$ cat config.mk
export PLATFORM = sky130hd
export DESIGN_NAME = ttl_event_scheduler
export DESIGN_NICKNAME = d
export VERILOG_FILES = /design/src/rtl/ttl_sched_pkg.sv /design/src/rtl/ttl_min_ts_select.sv /design/src/rtl/ttl_event_scheduler.sv
export SDC_FILE = /design/constraint.sdc
export NUM_CORES = 1
export LEC_CHECK = 0
export BUFFER_PORTS_ARGS = -buffer_cell sky130_fd_sc_hd__buf_2
export CORE_AREA = 2 2 289 291
export DETAILED_ROUTE_END_ITERATION = 6
export DIE_AREA = 0 0 291 293
export GPL_TIMING_DRIVEN = 0
export PLACE_DENSITY = 0.51
export SYNTH_ARGS = -nofsm -noshare
export SYNTH_HDL_FRONTEND = slang
export SYNTH_SLANG_ARGS = --single-unit
$ cat constraint.sdc
create_clock -name clk -period 9.08 [get_ports clk]
set_clock_uncertainty 0.1 [all_clocks]
set_input_delay 0.454 -clock clk [delete_from_list [all_inputs] [get_ports clk]]
set_output_delay 0.454 -clock clk [all_outputs]
set_load 0.05 [all_outputs]
$ cat src/rtl/ttl_sched_pkg.sv
// Shared constants and helpers for the TTL event scheduler.
// An event word carries a 64-bit timestamp above a 64-bit payload.
package ttl_sched_pkg;

  localparam int TS_W        = 64;
  localparam int WORD_W      = 128;
  localparam int PAYLOAD_MSB = 63;
  localparam int TS_LSB      = PAYLOAD_MSB + 1;

  function automatic logic [TS_W-1:0] ts_of(input logic [WORD_W-1:0] word);
    return word[WORD_W-1:TS_LSB];
  endfunction

endpackage

$ cat src/rtl/ttl_min_ts_select.sv
// Earliest-timestamp selector: a balanced compare tree over the valid heads.
// Timestamp ties go to the requester closest at or after rr_ptr.
module ttl_min_ts_select
  import ttl_sched_pkg::*;
#(
  parameter int NUM_REQ = 4
) (
  input  logic [NUM_REQ-1:0]         valid,
  input  logic [NUM_REQ*TS_W-1:0]    ts,
  input  logic [$clog2(NUM_REQ)-1:0] rr_ptr,
  output logic [NUM_REQ-1:0]         grant,
  output logic                       any_valid,
  output logic [TS_W-1:0]            min_ts
);

  localparam int IW = $clog2(NUM_REQ);
  localparam int P  = 1 << IW;

  always_comb begin : tree
    logic            nv   [1:2*P-1];
    logic [TS_W-1:0] nts  [1:2*P-1];
    logic [IW-1:0]   nidx [1:2*P-1];
    logic [IW-1:0]   npos [1:2*P-1];
    logic            take_r;
    int              d;

    for (int k = 1; k < 2*P; k++) begin
      nv[k]   = 1'b0;
      nts[k]  = '0;
      nidx[k] = '0;
      npos[k] = '0;
    end
    take_r = 1'b0;
    d      = 0;

    // Leaves carry their distance from rr_ptr so ties resolve round-robin.
    for (int i = 0; i < NUM_REQ; i++) begin
      d = i - int'(rr_ptr);
      if (d < 0) d = d + NUM_REQ;
      nv[P+i]   = valid[i];
      nts[P+i]  = ts[i*TS_W +: TS_W];
      nidx[P+i] = i[IW-1:0];
      npos[P+i] = d[IW-1:0];
    end

    for (int k = P-1; k >= 1; k--) begin
      take_r = nv[2*k+1] &&
               (!nv[2*k] ||
                (nts[2*k+1] < nts[2*k]) ||
                ((nts[2*k+1] == nts[2*k]) && (npos[2*k+1] < npos[2*k])));
      nv[k]   = take_r ? nv[2*k+1]   : nv[2*k];
      nts[k]  = take_r ? nts[2*k+1]  : nts[2*k];
      nidx[k] = take_r ? nidx[2*k+1] : nidx[2*k];
      npos[k] = take_r ? npos[2*k+1] : npos[2*k];
    end

    grant     = '0;
    any_valid = nv[1];
    min_ts    = nv[1] ? nts[1] : '0;
    if (nv[1]) grant[nidx[1]] = 1'b1;
  end

endmodule

$ cat src/rtl/ttl_event_scheduler.sv
// Merges timestamped TTL event streams into one GPO channel, earliest first,
// with a registered output stage and a sticky out-of-order detector.
module ttl_event_scheduler
  import ttl_sched_pkg::*;
#(
  parameter int NUM_REQ = 4
) (
  input  logic                      clk,
  input  logic                      reset_n,
  input  logic [NUM_REQ-1:0]        req_valid,
  input  logic [NUM_REQ*WORD_W-1:0] req_data,
  output logic [NUM_REQ-1:0]        req_ready,
  output logic [WORD_W-1:0]         gpo_in,
  output logic                      gpo_valid,
  input  logic                      busy,
  input  logic                      clear_error,
  output logic                      order_error,
  output logic [TS_W-1:0]           error_ts,
  output logic [31:0]               issue_count
);

  localparam int IW = $clog2(NUM_REQ);

  logic [NUM_REQ*TS_W-1:0] req_ts;
  logic [NUM_REQ-1:0]      grant;
  logic                    any_valid;
  logic [TS_W-1:0]         min_ts;
  logic [IW-1:0]           rr_ptr;
  logic [IW-1:0]           sel_idx;
  logic [IW-1:0]           rr_next;
  logic [WORD_W-1:0]       sel_word;
  logic [TS_W-1:0]         last_ts;
  logic                    issued_any;
  logic                    load;
  logic                    fire;
  logic                    consume;
  logic                    violation;

  always_comb begin
    req_ts = '0;
    for (int i = 0; i < NUM_REQ; i++)
      req_ts[i*TS_W +: TS_W] = ts_of(req_data[i*WORD_W +: WORD_W]);
  end

  ttl_min_ts_select #(.NUM_REQ(NUM_REQ)) u_select (
    .valid     (req_valid),
    .ts        (req_ts),
    .rr_ptr    (rr_ptr),
    .grant     (grant),
    .any_valid (any_valid),
    .min_ts    (min_ts)
  );

  always_comb begin
    sel_idx  = '0;
    sel_word = '0;
    for (int i = 0; i < NUM_REQ; i++) begin
      if (grant[i]) begin
        sel_idx  = i[IW-1:0];
        sel_word = req_data[i*WORD_W +: WORD_W];
      end
    end
  end

  assign rr_next   = (sel_idx == IW'(NUM_REQ-1)) ? '0 : sel_idx + 1'b1;
  assign load      = !gpo_valid || !busy;
  assign fire      = load && any_valid;
  assign consume   = gpo_valid && !busy;
  assign violation = fire && issued_any && (min_ts < last_ts);
  // Gated by reset_n so nothing is handed over while the register cannot load.
  assign req_ready = (load && reset_n) ? grant : '0;

  always_ff @(posedge clk or negedge reset_n) begin
    if (!reset_n) begin
      gpo_in     <= '0;
      gpo_valid  <= 1'b0;
      rr_ptr     <= '0;
      last_ts    <= '0;
      issued_any <= 1'b0;
    end else if (fire) begin
      gpo_in     <= sel_word;
      gpo_valid  <= 1'b1;
      rr_ptr     <= rr_next;
      last_ts    <= min_ts;
      issued_any <= 1'b1;
    end else if (consume) begin
      gpo_valid  <= 1'b0;
    end
  end

  // A fresh violation outranks a same-cycle clear.
  always_ff @(posedge clk or negedge reset_n) begin
    if (!reset_n) begin
      order_error <= 1'b0;
      error_ts    <= '0;
    end else if (violation) begin
      order_error <= 1'b1;
      if (!order_error || clear_error) error_ts <= min_ts;
    end else if (clear_error) begin
      order_error <= 1'b0;
    end
  end

  always_ff @(posedge clk or negedge reset_n) begin
    if (!reset_n)     issue_count <= '0;
    else if (consume) issue_count <= issue_count + 32'd1;
  end

endmodule

# ---- Yosys cells after proc, flatten, opt, wreduce, memory -nomap -nowiden
# Cells that the tools add are included.
dict set report word_totals {
  ff_bits 293
  in_bits 520
  output_inout_bits 230
  word_cells 96
}
dict set report op_classes {
  add_sub_neg 10
  order_cmp 13
  n_eq_ne 4
  n_mux 32
  n_reduce_logical 29
}
# cell n
set ops {}
lappend ops {{128-bit two-way mux} 4}
lappend ops {{64-bit < comparator} 4}
lappend ops {{64-bit two-way mux} 4}
lappend ops {{64-bit == test} 3}
lappend ops {{32-bit by 1-bit adder with 32-bit output (second input constant)} 1}
lappend ops {{2-bit two-way mux} 10}
lappend ops {{1-bit logical AND} 12}
lappend ops {{3-bit by 1-bit < comparator with 1-bit output (second input constant)} 4}
lappend ops {{1-bit two-way mux} 11}
lappend ops {{2-bit by 1-bit adder with 2-bit output (second input constant)} 5}
lappend ops {{1-bit logical OR} 8}
lappend ops {{4-bit two-way mux} 2}
lappend ops {{1-bit zero test} 6}
lappend ops {{2-bit < comparator} 3}
lappend ops {{1-bit by 2-bit subtractor with 3-bit output (first input constant)} 2}
lappend ops {{2-bit by 2-bit subtractor with 3-bit output (first input constant)} 2}
lappend ops {{2-bit nonzero test} 2}
lappend ops {{2-bit by 3-bit < comparator with 1-bit output (second input constant)} 1}
lappend ops {{1-bit demux with 2-bit select} 1}
lappend ops {{2-bit == test (second input constant)} 1}
lappend ops {{2-bit by 1-bit >= comparator with 1-bit output (second input constant)} 1}
lappend ops {{2-bit AND reduction} 1}

# ---- Longest topological paths before layout
# Gate-level depths: netlist (run 1).
dict set report logic_depth {
  ltp_word 23
  depth_mapped 39
}

# ---- Hierarchy
# Synthesis (run 1) repeated with hierarchy kept, for this count alone.
dict set report hier_totals {
  hier_cells 2805
  area_unflattened_um2 22980.8
}
# mod instances cells_each area_each_um2 seq_area_each_um2
set by_module_without_submodules {}
lappend by_module_without_submodules {ttl_event_scheduler 1 1849 15828.9 7332.0}
lappend by_module_without_submodules {ttl_min_ts_select 1 956 7151.9 0.0}

# ---- Least setup slack after synthesis (run 1)
# OpenSTA, ideal clock, no wires.
dict set report synth_path {
  kind {input to register}
  from {input port req_data[383]}
  to {register error_ts[34]}
  setup_ps 126
  t_arrival_ps 9134
  setup_slack_ps -280
  cell_stages 38
  cell_sequence {inv_1 ha_1 a211oi_1 o211ai_1 nor4_1 a21oi_1 o41ai_1 buf_2 buf_2 mux2i_1 inv_1 ha_1 nand4_1 or4_4 nor4_4 nand4_1 o21bai_1 o32ai_1 [... 2 more ...] buf_2 buf_2 mux2i_1 and2_1 ha_1 a21o_1 a21o_1 a21o_1 a21o_1 a21oi_1 o21ai_0 a21o_1 or4b_2 a21oi_1 buf_2 clkbuf_1 nand2_1 o32a_1}
}
dict set report synth_between {
  elab_chain_cells 14
  elab_cells_between_ends 24
}
# item line
set synth_lines {}
lappend synth_lines {{start, declared} ttl_event_scheduler.sv:11} ;# input logic [NUM_REQ*WORD_W-1:0] req_data,
lappend synth_lines {{64-bit < comparator / 64-bit == test (equally long branches)} {ttl_min_ts_select.sv:49, ttl_min_ts_select.sv:50}}
lappend synth_lines {{1-bit logical OR / 1-bit logical AND (equally long branches)} {ttl_min_ts_select.sv:48, ttl_min_ts_select.sv:50}}
lappend synth_lines {{1-bit logical OR} ttl_min_ts_select.sv:49} ;# (nts[2*k+1] < nts[2*k]) ||
lappend synth_lines {{1-bit logical AND} ttl_min_ts_select.sv:47} ;# take_r = nv[2*k+1] &&
lappend synth_lines {{64-bit two-way mux / 2-bit two-way mux (equally long branches)} {ttl_min_ts_select.sv:52, ttl_min_ts_select.sv:54}}
lappend synth_lines {{64-bit < comparator (tied with other cells)} ttl_min_ts_select.sv:49}
lappend synth_lines {{1-bit logical OR / 1-bit logical AND (equally long branches)} {ttl_min_ts_select.sv:48, ttl_min_ts_select.sv:50}}
lappend synth_lines {{1-bit logical OR} ttl_min_ts_select.sv:49}
lappend synth_lines {{1-bit logical AND} ttl_min_ts_select.sv:47}
lappend synth_lines {{64-bit two-way mux / 1-bit two-way mux (equally long branches)} {ttl_min_ts_select.sv:52, ttl_min_ts_select.sv:51}}
lappend synth_lines {{64-bit two-way mux (*)} ttl_min_ts_select.sv:59} ;# min_ts = nv[1] ? nts[1] : '0;
lappend synth_lines {{named net min_ts[33]} ttl_event_scheduler.sv:27} ;# logic [TS_W-1:0] min_ts;
lappend synth_lines {{64-bit < comparator (*)} ttl_event_scheduler.sv:69} ;# assign violation = fire && issued_any && (min_ts < last_ts);
lappend synth_lines {{1-bit logical AND (*)} ttl_event_scheduler.sv:69}
lappend synth_lines {{2-bit AND reduction (no source line) (*)} n/a}
lappend synth_lines {{end signal, assigned} ttl_event_scheduler.sv:98} ;# if (!order_error || clear_error) error_ts <= min_ts;
lappend synth_lines {{end, declared} ttl_event_scheduler.sv:18} ;# output logic [TS_W-1:0] error_ts,
# The timed path passes the listed nets; every way through them passes the cells marked *.
# A chain may end at the register's enable or synchronous reset.

# ---- Worst setup path in the final report (run 1)
dict set report layout_path {
  from {input port req_data[373]}
  to {register error_ts[50]}
}
# The elaborated chain is that of the path after synthesis.

==> flow_summary.toml, run 1 <==
[run_status]
outcome = "finished, final reports clean"

[pwr]
swShare = 0.491
clockPowerShare = 0.186
p_seq_frac = 0.230
powerDensity_mw_per_mm2 = 276
ir_drop_mv = 0.216
leakage_nw = 15.5
p_int_w = 0.00434
power.switching_w = 0.00418
pwr-share-comb = 0.583

[detailed_routing]
firstDrtPassIters = 5
drt-met1-wl_um = 52800
drt-wirelength-per-cell_um = 26.4
top_layer = "met5"
ant_nets = 0
postRouteWirelength_um = 116000
drt_iter0_markers = 1743
met3_length_um = 8760
vias_per_cell = 5.19
wl_met2_um = 52100
drc = 0
vias = 22881

[synth]
synth-edff-count = 0
synthesis.nets = 3186
ys_seq_area_frac = 0.345
yosysWarnings = 0
avgSynthCellArea_um2 = 8.83
syn_area_mm2 = 0.0213
ys_ff_latch = 293
synth_async_sr_flop_share = 1.00
synth_ff_type = "dfrtp_1"
synth.distinct_cells = 66
synthCells = 2407

[sta]
fin_crit_ns = 9.07
fmax_mhz = 110
final_max_slew_viol_count = 0
fin_ws_ns = 0.00769
rsz0062_at_grt = "true"
setup_viol = 0
period_share = 0.999
hold_viol_final = 0
finalSetupTns_ns = 0
worstMarginPinSlew_ns = 1.29
slew_headroom = 0.136

[die]
ios = 750
coreArea_mm2 = 0.0818
dieArea_mm2 = 0.0853
rows = 105
die_w_um = 291
die_h_um = 293
initial_core_util = 0.260

[place]
io_buffers = 749
dp_slack_ns = -4.95
dpl.cell_count = 4229
dpl.hpwl_um = 93900
gp_congestion = 0.926

[grt]
grt_pass1_vias = 21950
grt_max_degree = 110
grt_overflow = 0
grt_antenna_before_repair = 30
grt_first_pass_wirelength_um = 159000
grtUsageTotal = 0.259

[worst_setup_path]
crit_fanout = 10
end_kind = "flop"
critPathArrivalTime_ns = 9.41
cp-start-kind = "primary input"
required_ns = 9.42
max_stage_delay_ns = 0.63
slowest_stage = "or4b_4"
crit_top_cell = "nand4_1"
critPathKind = "in2reg"

[clock_tree]
path_clk_slew_ns = 0.06
htree_levels = 2
cts-root-buf = "clkbuf_16"
clkLatencyLatePin_ns = 0.57
clock-sinks = 293
cts_tree = "done"
cts_made_buffers = 38
clk_path_buf_depth = 3

[layout]
mostFrequentLayoutCells = "753 x buf_2, 293 x dfrtp_1, 291 x inv_1"
nets = 4082
stdcell_count = 4412
drive_gt1_frac = 0.357
final_common_cell = "buf_2"
syn2layout_area_growth_pct = 45.1

[min_path]
hp-class = "in2reg"

[job]
max_cap_viol_count = 0
## area by class of cell
| cell class | count | area (um^2) |
|---|---|---|
| Clock inverter | 11 | 155 |
| Buffer | 122 | 923 |
| Multi-Input combinational cell | 1689 | 13900 |
| Timing Repair Buffer | 860 | 4940 |
| Clock buffer | 56 | 1120 |
| Sequential cell | 293 | 7330 |
| Antenna cell | 12 | 30.0 |
| Inverter | 299 | 1130 |
| Tap cell | 1070 | 1340 |
| Fill cell | 8581 | 51000 |
## metrics by stage
step	hold WS (ns)	util	power [W]	instance area, um^2
after floorplan	0.0584	-	0.00467	21300
after global placement	0.355	0.322	0.00614	26400
after detailed placement	0.359	0.323	0.00616	26400
after CTS	0.0435	0.354	0.00804	29000
after global routing	0.0646	0.377	0.00894	30800
final	0.0821	0.377	0.00852	30800
## routing by layer
layer  GRT usage  vias up
li1            -    10460
met1       0.363    11349
met2       0.407      900
met3      0.0568      144
met4      0.0526       28
met5           0        -
## flip-flops by register name, indices dropped and copies added (netlist names)
signal and flops:
last_ts 64, issued_any 1, error_ts 64, gpo_valid 1
issue_count 32, gpo_in 128, order_error 1, rr_ptr 2
## final timing paths
check | start | end | slack, ns | depth (start not counted)
worst max-delay path | req_data[373] | error_ts[50] | 0.008 | 41
min in group asynchronous | reset_n | gpo_in[51] | 0.42 | 2
worst min-delay path | req_data[13] | gpo_in[13] | 0.08 | 3
worst max register to register | rr_ptr[1] | error_ts[50] | 0.17 | 39
max in group asynchronous | reset_n | last_ts[3] | 7.39 | 3
worst min register to register | gpo_in[126] | gpo_in[126] | 0.37 | 2
## cells in the mapped netlist (all sizes together), types with 57 or more instances
master / instances / area (um^2)
ha: 259 / 3240
clkbuf: 74 / 278
nand2: 259 / 972
a21oi: 155 / 776
dfrtp: 293 / 7330
nand4: 57 / 363
mux2i: 147 / 1470
nor2: 136 / 510
a221oi: 68 / 596
a22oi: 64 / 480
o21ai: 105 / 526
nand3: 61 / 305
inv: 299 / 1120
## cell families (layout without fill, tap and decap cells)
logic type | after synthesis | in the layout | share of synthesized area
flip-flops | 293 | 293 | 0.345
other | 0 | 12 | 0
adder cells (fa/ha/maj) | 259 | 259 | 0.152
multiplexers | 154 | 154 | 0.0729
AND/OR/NAND/NOR | 614 | 615 | 0.134
buffers and inverters | 426 | 1348 | 0.0782
AO/OA/AOI/OAI | 630 | 630 | 0.204
XOR/XNOR | 31 | 31 | 0.0128
## power by group through the flow
stage               clock [W]  combinational, W  sequential [W]
floorplan                   0           0.00163         0.00304
global placement            0           0.00417         0.00197
detailed placement          0           0.00419         0.00198
CTS                   0.00162           0.00447         0.00196
global route          0.00167           0.00526         0.00201
finish                0.00159           0.00497         0.00196
## critical path, delay by kind of cell
kind | cells | cell delay [ns]
AND/OR/NAND/NOR | 14 | 3.22
buffers and inverters | 10 | 1.67
AO/OA/AOI/OAI | 13 | 2.93
multiplexers | 1 | 0.29
adder cells (fa/ha/maj) | 3 | 0.77
## what timing repair did
item / 4_1_cts / 5_1_grt
gates resized for setup: 239 / 212
buffers inserted: 37 / 62
endpoints found under the setup margin: 202 / 64
hold buffers: 1 / 0
pin swaps: 27 / 86
gates cloned: 0 / 9
endpoints found under the hold margin: 93 / 0
No activity file was read; power rests on OpenSTA's default activity.
==> run 2, diff against run 1 <==
- CORE_AREA: 2 2 289 291 -> 2 2 290 292
- DIE_AREA: 0 0 291 293 -> 0 0 292 294
- PLACE_DENSITY: 0.51 -> 0.49
- clock period: 9.08 -> 11.4 ns (I/O delays scaled with it)
==> run 2 against run 1 <==
Against the previous run:
- the run now ends with DRC left
- clock power down 23%
- worst setup slack better by 0.32 ns
- cell count down 1.9%
- global-route usage down 0.36 points
- utilization down 3.9 points
- flip-flop and latch count unchanged
- die area up 0.69%
- critical path type unchanged
- largest cell class unchanged
- highest routed layer unchanged
==> flow_summary.toml, run 2 (synthesis results as in run 1) <==
[run_status]
outcome = "complete, but fails checks"
failed_checks = "DRC"

[layout]
final_area_mm2 = 0.0280
mostFrequentLayoutCells = "780 x buf_2, 298 x inv_1, 293 x dfrtp_1"
top_regs = "gpo_in (128), error_ts (64), last_ts (64)"
largest_reg_flops = 128
largest-register = "gpo_in"
finish.utilization = 0.338
final_common_cell = "buf_2"
syn2layout_area_growth_pct = 31.8
nets = 3989
drive_gt1_frac = 0.285

[worst_setup_path]
required_ns = 11.75
crit_fanout = 10
critPathArrivalTime_ns = 11.42
slowest_stage = "or4b_4"
path_buf_inv = 10
crit_family = "compound AO/OA/AOI/OAI gates"
max_stage_delay_ns = 0.65
critPathKind = "in2reg"
end_kind = "flop"
cp-start-kind = "primary input"

[grt]
grt_pass1_vias = 21617
grt_max_degree = 111
grt_first_pass_wirelength_um = 158000
grtUsageTotal = 0.255
grt_overflow = 0
grt_antenna_before_repair = 29

[detailed_routing]
vias_per_cell = 5.14
drt-wirelength-per-cell_um = 26.2
firstDrtPassIters = 7
vias = 22263
drc = 2
drt_iter0_markers = 1839
postRouteWirelength_um = 113000
ant_nets = 0

[sta]
setup_viol = 0
rsz0062_at_grt = "false"
hold_viol_final = 0
fmax_mhz = 90.3
finalSetupTns_ns = 0
final_max_slew_viol_count = 0
slew_headroom = 0.120
hold_slack_ns = 0.188
fin_crit_ns = 11.07
worstMarginPinSlew_ns = 1.31
period_share = 0.971

[clock_tree]
cts_tree = "done"
htree_levels = 2
path_clk_slew_ns = 0.07
clk_path_buf_depth = 3
clkLatencyLatePin_ns = 0.57
clock-sinks = 293
cts_made_buffers = 39
cts-root-buf = "clkbuf_16"

[die]
ios = 750
rows = 106
die_h_um = 294
initial_core_util = 0.256
dieArea_mm2 = 0.0858
die_w_um = 292
coreArea_mm2 = 0.0829

[place]
io_buffers = 749
placed_area_mm2 = 0.0264
dpl.hpwl_um = 93600
gp_congestion = 0.893

[job]
max_cap_viol_count = 0

[pwr]
powerDensity_mw_per_mm2 = 220
power.total_w = 0.00617
ir_drop_mv = 0.139
leakage_nw = 14.6

[min_path]
hp-class = "in2reg"
## run 2: final timing paths
check                                start               to  slack [ns]  cells after the start
max                          req_data[115]     error_ts[31]        0.33                     41
min                          req_data[395]       gpo_in[11]        0.19                      3
max reg2reg                      rr_ptr[1]     error_ts[31]        0.87                     39
min reg2reg                issue_count[31]  issue_count[31]        0.37                      1
max in group asynchronous          reset_n  issue_count[28]        9.57                      3
min in group asynchronous          reset_n       gpo_in[38]        0.52                      2
## run 2: tightest hold or removal path, cell delays in order
cell and delay (ns):
buf_2 0.08, a221oi_1 0.06, a21oi_1 0.12
## run 2: cell type report
| type | count | area, um^2 |
|---|---|---|
| diodes | 13 | 32.5 |
| plain buffers | 126 | 612 |
| clock buffers | 50 | 1070 |
| clock inverters | 18 | 156 |
| fillers | 8899 | 54900 |
| inverters | 299 | 1120 |
| multi-input cells | 1688 | 12400 |
| flip-flops and latches | 293 | 7330 |
| well taps | 1080 | 1350 |
| repair buffers | 763 | 3910 |
## run 2: through the flow
stage          cells  worst slack, ns
3_5_place_dp    4240            -3.51
3_3_place_gp    4236            -4.55
5_1_grt         4321           0.0120
4_1_cts         4316           0.0276
6_report        4330            0.329
2_1_floorplan   2407             1.92
## run 2: power by group
group / leakage (nW) / total [W] / switching (W) / internal (W)
Combinational: 10.6 / 0.00339 / 0.00242 / 0.000976
Sequential: 3.47 / 0.00156 / 0.000194 / 0.00136
Clock: 0.609 / 0.00122 / 0.000515 / 0.000707
## run 2: what timing repair did
| action | CTS | global route |
|---|---|---|
| buffers inserted | 8 | 1 |
| resized for setup | 55 | 13 |
| endpoints found under the setup margin | 65 | 64 |
| endpoints found under the hold margin | 26 | 0 |
| hold buffers | 1 | 0 |
| gates cloned | 0 | 0 |
| pin swaps | 5 | 1 |
## run 2: routing by layer
layer | up-vias | wire length (um) | track usage
li1 | 10230 | - | -
met1 | 11014 | 52500 | 0.366
met2 | 844 | 49400 | 0.392
met3 | 155 | 8850 | 0.0529
met4 | 20 | 2560 | 0.0563
met5 | - | 106 | 0
